[src/rtl/pc_gen_if.sv]
// Fetch-PC bundle between the IF-stage PC generator and its surroundings
// (hazard unit, EX branch resolution, CSR trap logic).
interface pc_gen_if #(
  parameter int unsigned XLEN = 32
);
  logic            stall_i;
  logic            br_redirect_i;
  logic [XLEN-1:0] br_target_i;
  logic            trap_redirect_i;
  logic [XLEN-1:0] trap_target_i;
  logic [XLEN-1:0] pc_o;
  logic [XLEN-1:0] pc_plus4_o;
  logic            pending_o;
  logic            misalign_o;
  logic [XLEN-1:0] misalign_addr_o;

  // master: pipeline side driving redirects/stall; slave: the PC generator.
  modport master (
    output stall_i, br_redirect_i, br_target_i, trap_redirect_i, trap_target_i,
    input  pc_o, pc_plus4_o, pending_o, misalign_o, misalign_addr_o
  );

  modport slave (
    input  stall_i, br_redirect_i, br_target_i, trap_redirect_i, trap_target_i,
    output pc_o, pc_plus4_o, pending_o, misalign_o, misalign_addr_o
  );
endinterface

[src/rtl/pc_gen_unit.sv]
// IF-stage program-counter generator: +4 sequencing, stall hold, branch/trap redirects.
// Optional feature macro: PC_MISALIGN_TRAP_EN (misaligned branch target traps to TRAP_VECTOR).
module pc_gen_unit #(
    parameter int unsigned     XLEN         = 32,
    parameter logic [XLEN-1:0] RESET_VECTOR = 32'h8000_0000,
    parameter logic [XLEN-1:0] TRAP_VECTOR  = 32'h8000_0100
) (
    input logic     clk,
    input logic     rst,
    pc_gen_if.slave bus
);

    typedef enum logic {RUN = 1'b0, HOLD = 1'b1} state_t;

    state_t          state_q, state_d;
    logic [XLEN-1:0] pc_q, pc_d;
    logic [XLEN-1:0] tgt_q, tgt_d;
    logic [XLEN-1:0] trap_tgt;
    logic            apply;
    logic [XLEN-1:0] apply_tgt;
`ifdef PC_MISALIGN_TRAP_EN
    logic            misalign_q, misalign_d;
    logic [XLEN-1:0] misalign_addr_q, misalign_addr_d;
`endif

    assign trap_tgt = {bus.trap_target_i[XLEN-1:2], 2'b00};

    always_comb begin
        state_d   = state_q;
        pc_d      = pc_q;
        tgt_d     = tgt_q;
        apply     = 1'b0;
        apply_tgt = '0;
`ifdef PC_MISALIGN_TRAP_EN
        misalign_d      = 1'b0;
        misalign_addr_d = misalign_addr_q;
`endif
        if (bus.trap_redirect_i) begin
            pc_d    = trap_tgt;
            tgt_d   = '0;
            state_d = RUN;
        end else if (bus.stall_i) begin
            if (bus.br_redirect_i) begin
                tgt_d   = bus.br_target_i;
                state_d = HOLD;
            end
        end else if (state_q == HOLD) begin
            // A branch resolved in the release cycle is younger than the latched one.
            apply     = 1'b1;
            apply_tgt = bus.br_redirect_i ? bus.br_target_i : tgt_q;
            state_d   = RUN;
        end else if (bus.br_redirect_i) begin
            apply     = 1'b1;
            apply_tgt = bus.br_target_i;
        end else begin
            pc_d = pc_q + XLEN'(4);
        end

        if (apply) begin
`ifdef PC_MISALIGN_TRAP_EN
            if (apply_tgt[1:0] != 2'b00) begin
                pc_d            = TRAP_VECTOR;
                misalign_d      = 1'b1;
                misalign_addr_d = apply_tgt;
            end else begin
                pc_d = apply_tgt;
            end
`else
            pc_d = {apply_tgt[XLEN-1:2], 2'b00};
`endif
        end
    end

    always_ff @(posedge clk) begin
        if (rst) begin
            state_q <= RUN;
            pc_q    <= RESET_VECTOR;
            tgt_q   <= '0;
`ifdef PC_MISALIGN_TRAP_EN
            misalign_q      <= 1'b0;
            misalign_addr_q <= '0;
`endif
        end else begin
            state_q <= state_d;
            pc_q    <= pc_d;
            tgt_q   <= tgt_d;
`ifdef PC_MISALIGN_TRAP_EN
            misalign_q      <= misalign_d;
            misalign_addr_q <= misalign_addr_d;
`endif
        end
    end

    assign bus.pc_o       = pc_q;
    assign bus.pc_plus4_o = pc_q + XLEN'(4);
    assign bus.pending_o  = (state_q == HOLD);

`ifdef PC_MISALIGN_TRAP_EN
    assign bus.misalign_o      = misalign_q;
    assign bus.misalign_addr_o = misalign_addr_q;

    logic unused_bits;
    assign unused_bits = ^bus.trap_target_i[1:0];
`else
    assign bus.misalign_o      = 1'b0;
    assign bus.misalign_addr_o = '0;

    logic unused_bits;
    assign unused_bits = ^{bus.trap_target_i[1:0], apply_tgt[1:0], TRAP_VECTOR};
`endif

endmodule

[src/flat_wrapper.sv]
// flat-port wrapper written by rule: the top's interface ports become plain ports
module pc_gen_unit_flat 
#(
    parameter int unsigned     XLEN         = 32,
    parameter logic [XLEN-1:0] RESET_VECTOR = 32'h8000_0000,
    parameter logic [XLEN-1:0] TRAP_VECTOR  = 32'h8000_0100
)
  (clk, rst, bus_stall_i, bus_br_redirect_i, bus_br_target_i, bus_trap_redirect_i, bus_trap_target_i, bus_pc_o, bus_pc_plus4_o, bus_pending_o, bus_misalign_o, bus_misalign_addr_o);
  pc_gen_if #(.XLEN(XLEN)) bus_i ();
  input logic clk;
  input logic rst;
  input wire logic [$bits(bus_i.stall_i)-1:0] bus_stall_i;
  input wire logic [$bits(bus_i.br_redirect_i)-1:0] bus_br_redirect_i;
  input wire logic [$bits(bus_i.br_target_i)-1:0] bus_br_target_i;
  input wire logic [$bits(bus_i.trap_redirect_i)-1:0] bus_trap_redirect_i;
  input wire logic [$bits(bus_i.trap_target_i)-1:0] bus_trap_target_i;
  output wire logic [$bits(bus_i.pc_o)-1:0] bus_pc_o;
  output wire logic [$bits(bus_i.pc_plus4_o)-1:0] bus_pc_plus4_o;
  output wire logic [$bits(bus_i.pending_o)-1:0] bus_pending_o;
  output wire logic [$bits(bus_i.misalign_o)-1:0] bus_misalign_o;
  output wire logic [$bits(bus_i.misalign_addr_o)-1:0] bus_misalign_addr_o;
  assign bus_i.stall_i = bus_stall_i;
  assign bus_i.br_redirect_i = bus_br_redirect_i;
  assign bus_i.br_target_i = bus_br_target_i;
  assign bus_i.trap_redirect_i = bus_trap_redirect_i;
  assign bus_i.trap_target_i = bus_trap_target_i;
  assign bus_pc_o = bus_i.pc_o;
  assign bus_pc_plus4_o = bus_i.pc_plus4_o;
  assign bus_pending_o = bus_i.pending_o;
  assign bus_misalign_o = bus_i.misalign_o;
  assign bus_misalign_addr_o = bus_i.misalign_addr_o;
  pc_gen_unit #(.XLEN(XLEN), .RESET_VECTOR(RESET_VECTOR), .TRAP_VECTOR(TRAP_VECTOR)) u_core (.clk(clk), .rst(rst), .bus(bus_i));
endmodule
[config.mk]
export PLATFORM = sky130hd
export DESIGN_NAME = pc_gen_unit_flat
export DESIGN_NICKNAME = d
export VERILOG_FILES = /design/src/rtl/pc_gen_if.sv /design/src/rtl/pc_gen_unit.sv /design/src/flat_wrapper.sv
export SDC_FILE = /design/constraint.sdc
export NUM_CORES = 1
export LEC_CHECK = 0
export ABC_AREA = 1
export BUFFER_PORTS_ARGS = -buffer_cell sky130_fd_sc_hd__buf_4
export CORE_ASPECT_RATIO = 0.8
export CORE_UTILIZATION = 53
export DETAILED_ROUTE_END_ITERATION = 8
export PLACE_DENSITY_LB_ADDON = 0.12
export REMOVE_ABC_BUFFERS = 1
export SLEW_MARGIN = 20
export SYNTH_ARGS = -nofsm -noshare
export SYNTH_HDL_FRONTEND = slang
export SYNTH_SLANG_ARGS = --single-unit
export TNS_END_PERCENT = 5
[constraint.sdc]
create_clock -name clk -period 3.7 [get_ports clk]
set_clock_uncertainty 0.05 [all_clocks]
set_input_delay 0.185 -clock clk [delete_from_list [all_inputs] [get_ports clk]]
set_output_delay 0.185 -clock clk [all_outputs]
set_load 0.05 [all_outputs]
==> flow_summary_export.csv <==
group,metric,value,unit
power,p_switching,0.7701,mW
power,swShare,36.46,%
logic_synthesis,ys_seq_elements,61,
drt,remaining_drc_errors,0,
placement,portBuffers,125,
timing,worstMarginPinSlew,1045,ps
critical_path,worstPathRequired,3460,ps
floorplanning,die_x,101.7,microns
drt,drt-wirelength-per-cell,13.53,microns
logic_synthesis,async_flop_share,0,%
timing,slew_headroom,30.25,%
logic_synthesis,ys.flop_type,"dfxtp_1",
power,power.share.sequential,35.3,%
power,p_leak,2.509,nW
global_routing,antenna_found_initial,0,
floorplanning,core_area,0.007532,sq mm
floorplanning,start_util,55.98,%
power,powerDensity,399.6,mW/mm^2
timing,slew_viol_final,0,
logic_synthesis,synth_area_leaders,"dfxtp_1, nand2_1, nor2_1",
min_path,hold_path_class,"in2reg",
timing,hold_violations,0,
power,clockPowerShare,34.4,%
clocking,clkTransAtPathRegs,70,ps
drt,wl,12.29,mm
placement,post-dp-hpwl,8.592,mm
drt,drt-pass1-iter-count,5,
global_routing,grt_max_degree,37,
logic_synthesis,yosys.area_share.xor_xnor,3.798,%
clocking,clock-sinks,61,
critical_path,setup.worst_path.end_class,"output pin",
timing,fmax,438.7,MHz
timing,period_share,61.61,%
logic_synthesis,synth_common_cells,"nand2_1, nor2_1, dfxtp_1",
run_status,status,"complete, no violations",
logic_synthesis,synth_top_family_by_area,"simple AND/OR/NAND/NOR gates",
power,ir_drop,200.3,uV
clocking,cts_setup_buffers,0,
critical_path,crit_type,"reg2out",
logic_synthesis,yosysMostFrequentCell,"nand2_1",
power,p_comb_share,30.3,%
cells_and_area,nets,868,
global_routing,grt_usage,30.21,%
clocking,clock_latency,340,ps
clocking,cts_resized,0,
critical_path,crit_path_start_kind,"register",
global_routing,grt.overflow.total,0,
clocking,ctsLongestPathBuffers,2,
logic_synthesis,synthMuxAreaShare,0,%
logic_synthesis,synth_top_area_share,28.96,%
logic_synthesis,synthAdderAreaFrac,0.2967,%
placement,gp_congestion,0.9080,
cells_and_area,final_cells,908,
power,p_int,1.342,mW
logic_synthesis,synth-compound-area-share,11.28,%
floorplanning,die_y,81.78,microns
drt,postRouteAntennaNets,0,
logic_synthesis,synth.avg_cell_area,6.102,sq um
placement,placed_cells,892,
logic_synthesis,yosysSeqAreaShare,28.96,%
global_routing,grt_pass1_vias,4077,
cells_and_area,antenna_cells,0,
cells_and_area,final_core_util,70.17,%
timing,setup_violations,0,
floorplanning,die_area,0.008319,sq mm
logic_synthesis,ys_warn_count,0,
logic_synthesis,syn_area,0.004217,sq mm
drt,route.vias.total,4697,
clocking,htreeDepth,3,
cells_and_area,area_delta_synth_final,25.34,%
clocking,root_buffer,"clkbuf_8",
logic_synthesis,synthSimpleGateAreaFrac,42.73,%
critical_path,crit_fanout,5,
clocking,cts_tree,"built",
logic_synthesis,synth_edf_count,0,
cells_and_area,layout-drive-gt1-share,22.79,%
floorplanning,io_pins,167,
logic_synthesis,ys_types,31,
critical_path,critPathArrivalTime,2040,ps
run,max-cap-violations,0,
timing,timing.setup.tns,0,ps
placement,dpl_worst_slack,1601,ps
drt,drtIter0Drc,287,
logic_synthesis,netlist.top_cell.by_area,"dfxtp_1",
clocking,hold_buffers,0,
timing,period_needed,2280,ps
drt,viasPerCell,5.173,
clocking,cts_buffers,9,
global_routing,grt_pass1_wl,19.48,mm
floorplanning,rows,28,
timing,fin_ws,1420,ps
logic_synthesis,synthCells,691,
timing,rsz0062_at_grt,"no",
## power by group through the flow
stage / Clock [mW] / Combinational, mW / Sequential [mW]
floorplan: 0 / 0.342 / 0.838
global placement: 0 / 0.628 / 0.758
detailed placement: 0 / 0.633 / 0.759
CTS: 0.735 / 0.636 / 0.744
global route: 0.760 / 0.680 / 0.752
finish: 0.727 / 0.639 / 0.746
## worst max-delay path: stages, from the launching register on
cell	delay [ps]
dfxtp_1	430
ha_1	310
nand3_2	150
nor2_2	200
nand3_1	140
xnor2_1	230
buf_4	240
## registers in the layout, indices dropped and copies added, names as in the netlist
signal,flops
u_core.bus.pending_o,1
u_core.bus.pc_o,30
u_core.tgt_q,30
## metrics by stage
| stage | power, mW | instance area, sq um | hold slack (ps) |
|---|---|---|---|
| 3_5_place_dp | 1.392 | 5040 | 416.6 |
| 5_1_grt | 2.192 | 5285 | 75.72 |
| 3_3_place_gp | 1.386 | 5040 | 399.0 |
| 6_report | 2.112 | 5285 | 71.60 |
| 4_1_cts | 2.115 | 5280 | 65.54 |
| 2_1_floorplan | 1.180 | 3930 | 264.4 |
## routing by layer
layer	share of wire, %	wire, microns	track usage (%)
met3	9.1	1116	4.766
met1	45	5531	40.09
met5	0	0	0
met4	0.68	84	9.130
met2	45	5556	50.68
## area by class of cell
cell class | instances | area [sq um]
multi-input cells | 564 | 2596
fillers | 688 | 2247
flip-flops and latches | 61 | 1221
repair buffers | 130 | 975.9
clock buffers | 12 | 145.1
well taps | 105 | 131.4
inverters | 32 | 120.1
clock inverters | 4 | 95.09
## path summary, 6_finish.rpt
| path | start | endpoint | slack (ps) | depth (start not counted) |
|---|---|---|---|---|
| worst max-delay path | u_core.bus.pc_o[3]$_SDFFE_PP0P_ | bus_pc_plus4_o[16] | 1420 | 6 |
| worst min-delay path | rst | u_core.bus.pc_o[3]$_SDFFE_PP0P_ | 70 | 4 |
| worst max register to register | u_core.bus.pending_o$_SDFFE_PP0P_ | u_core.bus.pc_o[5]$_SDFFE_PP0P_ | 1660 | 8 |
| worst min register to register | u_core.tgt_q[29]$_SDFFE_PP0P_ | u_core.tgt_q[29]$_SDFFE_PP0P_ | 430 | 2 |
## kinds of logic after synthesis
logic type | Yosys count
AO/OA/AOI/OAI | 91
XOR/XNOR | 14
adder cells (fa/ha/maj) | 1
buffers and inverters | 102
flip-flops | 61
other | 1
AND/OR/NAND/NOR | 421
## cell usage in the layout (no fill, tap or decap), drive strengths merged
master  count
conb       37
inv        31
xor2        7
nor3       31
clkbuf     12
nor2      109
bufinv      3
or2         2
clkinv      2
o21ai      30
and2        2
ha          1
a21oi      52
a22oi       2
nand2     245
a31oi       5
buf       130
nand3      29
o211ai      2
xnor2       7
nand3b      3
dfxtp      61
Note: power is estimated with default switching activity, not from simulation.
